**config.mk**
```make
export PLATFORM = sky130hd
export DESIGN_NAME = baccarat_sequencer
export DESIGN_NICKNAME = d
export VERILOG_FILES = /design/src/rtl/baccarat_pkg.sv /design/src/rtl/dealer_draw_rule.sv /design/src/rtl/baccarat_sequencer.sv
export SDC_FILE = /design/constraint.sdc
export NUM_CORES = 1
export LEC_CHECK = 0
export ABC_AREA = 1
export BUFFER_PORTS_ARGS = -buffer_cell sky130_fd_sc_hd__buf_2
export CAP_MARGIN = 20
export CORE_AREA = 2 2 39 41
export CTS_BUF_LIST = sky130_fd_sc_hd__clkbuf_8
export CTS_CLUSTER_DIAMETER = 120
export DETAILED_ROUTE_END_ITERATION = 10
export DIE_AREA = 0 0 41 43
export GPL_ROUTABILITY_DRIVEN = 0
export PLACE_DENSITY = 0.73
export SLEW_MARGIN = 40
export SYNTH_ARGS = -nofsm -noshare
export SYNTH_HDL_FRONTEND = slang
export SYNTH_SLANG_ARGS = --single-unit
```
**constraint.sdc**
```tcl
create_clock -name slow_clock -period 1 [get_ports slow_clock]
set_clock_uncertainty 0.1 [all_clocks]
set_input_delay 0.1 -clock slow_clock [delete_from_list [all_inputs] [get_ports slow_clock]]
set_output_delay 0.1 -clock slow_clock [all_outputs]
set_load 0.01 [all_outputs]
```
**src/rtl/baccarat_pkg.sv**
```systemverilog
// Shared types and constants for the Baccarat hand sequencer.
// The optional single-step build is selected by defining STEP_EN (see baccarat_sequencer).
package baccarat_pkg;

    localparam int CARD_W = 4;

    typedef enum logic [3:0] {
        S_RESET,
        S_P1,
        S_D1,
        S_P2,
        S_D2,
        S_EVAL,
        S_P3,
        S_EVALB,
        S_D3,
        S_DONE
    } state_t;

    localparam logic [CARD_W-1:0] CARD_TEN         = 4'd10;
    localparam logic [CARD_W-1:0] NATURAL_MIN      = 4'd8;
    localparam logic [CARD_W-1:0] PLAYER_STAND_MIN = 4'd6;

    // Face cards, tens and illegal codes all count as zero points.
    function automatic logic [CARD_W-1:0] card_value(input logic [CARD_W-1:0] code);
        if ((code != '0) && (code < CARD_TEN)) begin
            return code;
        end
        return '0;
    endfunction

endpackage

```
**src/rtl/dealer_draw_rule.sv**
```systemverilog
// Dealer third-card decision once the player has drawn: (dealer score, player third-card value) -> draw.
module dealer_draw_rule
    import baccarat_pkg::*;
(
    input  logic [CARD_W-1:0] dscore,
    input  logic [CARD_W-1:0] v,
    output logic              draw
);

    // Scores of 7 and above (including illegal 10..15) stand.
    always_comb begin
        draw = 1'b0;
        case (dscore)
            4'd0, 4'd1, 4'd2: draw = 1'b1;
            4'd3:             draw = (v != 4'd8);
            4'd4:             draw = (v >= 4'd2) && (v <= 4'd7);
            4'd5:             draw = (v >= 4'd4) && (v <= 4'd7);
            4'd6:             draw = (v >= 4'd6) && (v <= 4'd7);
            default:          draw = 1'b0;
        endcase
    end

endmodule

```
**src/rtl/baccarat_sequencer.sv**
```systemverilog
// Baccarat game controller: deals one hand per reset, applies third-card rules, drives win lights.
// Optional build macro STEP_EN adds a 'step' input that gates every state advance and load pulse.
module baccarat_sequencer
    import baccarat_pkg::*;
(
    input  logic              slow_clock,
    input  logic              resetb,
`ifdef STEP_EN
    input  logic              step,
`endif
    input  logic [CARD_W-1:0] pcard3,
    input  logic [CARD_W-1:0] pscore,
    input  logic [CARD_W-1:0] dscore,
    output logic              load_pcard1,
    output logic              load_pcard2,
    output logic              load_pcard3,
    output logic              load_dcard1,
    output logic              load_dcard2,
    output logic              load_dcard3,
    output logic              player_win_light,
    output logic              dealer_win_light,
    output logic              game_over
);

    state_t state_q;
    state_t state_d;
    logic   advance;
    logic   dealerDraws;

`ifdef STEP_EN
    assign advance = step;
`else
    assign advance = 1'b1;
`endif

    dealer_draw_rule u_dealer_draw_rule (
        .dscore (dscore),
        .v      (card_value(pcard3)),
        .draw   (dealerDraws)
    );

    always_ff @(posedge slow_clock) begin
        if (!resetb) begin
            state_q <= S_RESET;
        end else begin
            state_q <= state_d;
        end
    end

    always_comb begin
        state_d = state_q;
        if (advance) begin
            case (state_q)
                S_RESET: state_d = S_P1;
                S_P1:    state_d = S_D1;
                S_D1:    state_d = S_P2;
                S_P2:    state_d = S_D2;
                S_D2:    state_d = S_EVAL;
                // Illegal scores >= 10 fall into the natural branch.
                S_EVAL: begin
                    if ((pscore >= NATURAL_MIN) || (dscore >= NATURAL_MIN)) begin
                        state_d = S_DONE;
                    end else if (pscore < PLAYER_STAND_MIN) begin
                        state_d = S_P3;
                    end else if (dscore < PLAYER_STAND_MIN) begin
                        state_d = S_D3;
                    end else begin
                        state_d = S_DONE;
                    end
                end
                S_P3:    state_d = S_EVALB;
                S_EVALB: state_d = dealerDraws ? S_D3 : S_DONE;
                S_D3:    state_d = S_DONE;
                S_DONE:  state_d = S_DONE;
                default: state_d = S_RESET;
            endcase
        end
    end

    always_comb begin
        load_pcard1      = 1'b0;
        load_pcard2      = 1'b0;
        load_pcard3      = 1'b0;
        load_dcard1      = 1'b0;
        load_dcard2      = 1'b0;
        load_dcard3      = 1'b0;
        player_win_light = 1'b0;
        dealer_win_light = 1'b0;
        game_over        = 1'b0;
        case (state_q)
            S_P1:   load_pcard1 = advance;
            S_D1:   load_dcard1 = advance;
            S_P2:   load_pcard2 = advance;
            S_D2:   load_dcard2 = advance;
            S_P3:   load_pcard3 = advance;
            S_D3:   load_dcard3 = advance;
            S_DONE: begin
                game_over        = 1'b1;
                player_win_light = (pscore >= dscore);
                dealer_win_light = (dscore >= pscore);
            end
            default: ;
        endcase
    end

endmodule

```
==> results by stage <==
Synth:
- A synthesized cell averages 5.807 um2.
- The number of synthesized register bits is 4.
- The dominant combinational cell family by area after synthesis is simple AND/OR/NAND/NOR gates.
- The net count after synthesis is 96.
- The number of library cell types mapped by synthesis is 18.
- The biggest area contributor in the post-synthesis netlist is sky130_fd_sc_hd__dfxtp_1.
- Counting every instance in the synthesized netlist gives between 70 and 80.
- Multiplexer cells account for 0% of the synthesized area.
- Yosys printed 0 warnings.
- The simple-gate portion of the synthesized area is 40.61%.
- Summing the areas of all fa, ha and maj instances in the mapped netlist gives around 11% of the synthesized area.
- By area the synthesized netlist is led by sky130_fd_sc_hd__dfxtp_1 18%, sky130_fd_sc_hd__inv_1 17%, sky130_fd_sc_hd__nand2_1 12%, sky130_fd_sc_hd__ha_1 11%, sky130_fd_sc_hd__nor2_1 8.3%.
- The area share of the leading cell type in the synthesized netlist is around 18%.
- Of the total synthesized cell area, the portion taken by XOR and XNOR cells is 0%.
- In this run the cell area of the synthesized design comes to around 450 um2.
- Summing the areas of all compound-gate instances in the mapped netlist gives a little over an eighth of the synthesized area.
- Sequential cells were found to cover between 10% and 20% of the synthesized design area.

Clock network:
- The root cell of the clock tree is sky130_fd_sc_hd__clkbuf_8.
- The clock-pin slew reported for the worst setup and hold paths after clock tree synthesis is approximately 0.03 ns.
- The tree built by TritonCTS fans out to 4 sinks.
- Clock tree synthesis inserted a total of 3 buffers.
- The longest clock path from root to sink contains 2 buffers.
- The clock reaches the later pin of the worst-skew pair after around 0.21 ns.
- The maximum level of the CTS H-tree is 1.
- TritonCTS built the clock tree.

STA:
- In the final timing run, aggregate negative setup slack is -2.748 ns.
- Dividing the final minimum period by the clock period gives 132.0%.
- Based on the critical path, the design can be clocked at up to about 760 MHz.
- The final max-slew violation count is 0.
- The hold violation total from the final report is 0.
- The final-layout worst hold slack is approximately 0.055 ns.
- The transition time of the tightest slew-check pin is approximately 0.26 ns.
- Setup repair after global routing could not meet its margin everywhere.
- Setup violations remaining at the end of the flow were counted as 13.
- In this run the tightest slew margin relative to its limit is ~83%.
- The worst setup slack after layout is -0.3198 ns.
- For the finished layout, the period the worst path requires is ~1.3 ns.

Worst setup path:
- STA puts the critical path data arrival time at 1.12 ns.
- Data on the critical path is required at its endpoint by approximately 0.80 ns.
- The slowest stage of the critical path belongs to the cell sky130_fd_sc_hd__dfxtp_4.
- In this run the worst path has a maximum fanout of 3.
- Among cell families on the critical path, the largest total delay comes from flip-flops.
- STA classifies the critical path endpoint as an output port.
- The buffer and inverter count on the worst path is 2.
- The critical path start-end classification is flip-flop to output port.
- STA classifies the critical path startpoint as a flip-flop.
- On the worst path, the slowest cell contributes a delay of 0.34 ns.
- The signal on the critical path passes through inv_4 > nand3_4 > nor2_4 > a21boi_4 > buf_2.

Global routing:
- The overall routing resource usage is between 15 and 20%.
- The wire length of the first global-routing pass is 1959 um.
- The leftover overflow at the end of global routing is 0.
- The initial antenna violation count is 0.
- The via count of the first global-routing pass was between 500 and 600.
- The maximum number of pins on one net before global-route repair is 6.

Routing:
- Using the TritonRoute via totals, the vias-per-cell ratio works out to about 4.6.
- The routed length per instance is ~11 um.
- For this run, the detailed router's first-pass iteration total came to 1.
- The final layout contains routed wiring with a total length of roughly 1400 um.
- Detailed routing inserted a total of between 600 and 700 vias.
- The DRC violation count after routing is 0.
- The residual antenna-violating net count after detailed routing is 0.
- The initial detailed-routing violation count is 0.

Run status:
- The final reports fail on negative setup slack.
- The flow ran to the end, but the final reports show violations.

Die:
- The total die area is between 0.0015 and 0.002 mm2.
- The effective utilization at floorplan is between 30 and 40%.
- Measured along the x axis, the die boundary spans slightly above 40 um.
- The placement row count is 14.
- The core region is approximately 0.0014 mm2.
- In this run the vertical extent of the chip is around 43 um.
- During I/O placement, the number of pins put on the boundary was 23.

Power and ir drop:
- The total leakage power is approximately 0.47 nW.
- The maximum vdd ir drop is between 0.7 and 0.8 mV.
- Dividing total power by cell area gives a power density of between 900 and 1000 mW/mm2.

Finish:
- After the last flow step, the layout net total stands at ~140.
- The filler cells instantiated in the layout total about 120.
- The multi-input combinational cells in the finished layout cover a total of about 440 um2.
- Across the whole layout, storage elements account for 92.59 um2.
- The signed area change from the synthesized netlist to the final layout is 106.6%.
- The largest registers in the layout are state_q (4).
- The utilization after layout is between 60% and 70%.
- The number of diodes is 0.
- The share of layout cells above drive strength 1 is 66.39%.
- The register with the most flip-flops in the final layout is state_q.
- The post-route cell area is just over 900 um2.
- The register with the most flip-flops in the layout has 4 of them.

Placed design:
- Input and output buffers added on the ports amount to 22.
- The area after detailed placement is roughly 750 um2.
- The detailed placer's ending HPWL is 1056 um.

Hold path:
- The class of the worst hold path is input port to flip-flop.

Run:
- Across the run, the number of max-cap violations was 0.
==> synthesized netlist by cell type <==
cell type / n
sky130_fd_sc_hd__a21boi_1: 1
sky130_fd_sc_hd__a31oi_1: 1
sky130_fd_sc_hd__nand2_1: 15
sky130_fd_sc_hd__o21ai_0: 2
sky130_fd_sc_hd__nand2_2: 3
sky130_fd_sc_hd__inv_2: 1
sky130_fd_sc_hd__a21oi_1: 2
sky130_fd_sc_hd__nor3_1: 4
sky130_fd_sc_hd__nor2_4: 1
sky130_fd_sc_hd__nor3_2: 1
sky130_fd_sc_hd__nor2_1: 10
sky130_fd_sc_hd__ha_1: 4
sky130_fd_sc_hd__dfxtp_1: 4
sky130_fd_sc_hd__inv_1: 20
sky130_fd_sc_hd__a21oi_2: 1
sky130_fd_sc_hd__nand3_1: 6
sky130_fd_sc_hd__o22ai_2: 1
sky130_fd_sc_hd__o21ai_1: 1
==> cell type report <==
| type | count | area share, % |
|---|---|---|
| multi-input combinational | 53 | 47.33 |
| timing repair buffer | 38 | 26.74 |
| sequential | 4 | 9.893 |
| inverter | 21 | 9.492 |
| clock buffer | 3 | 4.412 |
| tap | 16 | 2.139 |
==> cells in the final DEF, fill, tap and decap left out, drive strengths merged <==
cell / instances
clkbuf: 3
nand3: 6
dfxtp: 4
nor2: 11
inv: 21
ha: 4
a21boi: 1
o21ai: 3
a31oi: 1
nor3: 5
nand2: 18
a21oi: 3
buf: 38
o22ai: 1
==> where the power goes <==
part           internal (mW)  switching (mW)
Clock                  0.256          0.0798
Sequential             0.170          0.0153
Combinational          0.171           0.190
==> what timing repair did <==
item,4_1_cts,5_1_grt
resized for setup,17,14
cloned,0,0
hold buffers,0,0
setup buffers,2,3
pin swaps,8,9
endpoints found under the hold margin,0,0
endpoints found under the setup margin,13,13
==> logic make-up (layout without fill, tap and decap cells) <==
family	after synthesis	in the layout
buf+inv	21	62
flops	4	4
simple gates	40	40
compound gates	9	9
fa+ha+maj	4	4
==> per-layer routing <==
layer  routed length (um)  track usage, %  up-vias
li1                     -               -      331
met1                  478           16.56      273
met2                  865           30.31       23
met3                   90           6.283        0
met4                    0               0        0
met5                    0               0        -
==> final timing paths <==
path / startpoint / to / slack (ns) / cells past startpoint
worst max-delay path: state_q[2]$_SDFF_PN0_ / player_win_light / -0.32 / 5
worst min register to register: state_q[1]$_SDFF_PN0_ / state_q[3]$_SDFF_PN0_ / 0.53 / 4
worst max register to register: state_q[2]$_SDFF_PN0_ / state_q[2]$_SDFF_PN0_ / -0.22 / 6
worst min-delay path: resetb / state_q[2]$_SDFF_PN0_ / 0.06 / 3
==> stage by stage <==
step | instances | setup slack [ns] | total power [mW]
2_1_floorplan | 78 | -0.04902 | 0.3412
3_3_place_gp | 128 | -0.2903 | 0.4454
3_5_place_dp | 128 | -0.3013 | 0.4548
4_1_cts | 133 | -0.3203 | 0.8521
5_1_grt | 135 | -0.3587 | 0.9394
6_report | 135 | -0.3198 | 0.8834
==> worst reg2reg max path: cells and delay by family (launching register included) <==
family                 cells  cell delay [ns]
buffers and inverters      2             0.27
DFF                        1             0.34
and+or+nand+nor            4             0.40
Power figures use the tool's default switching activity.
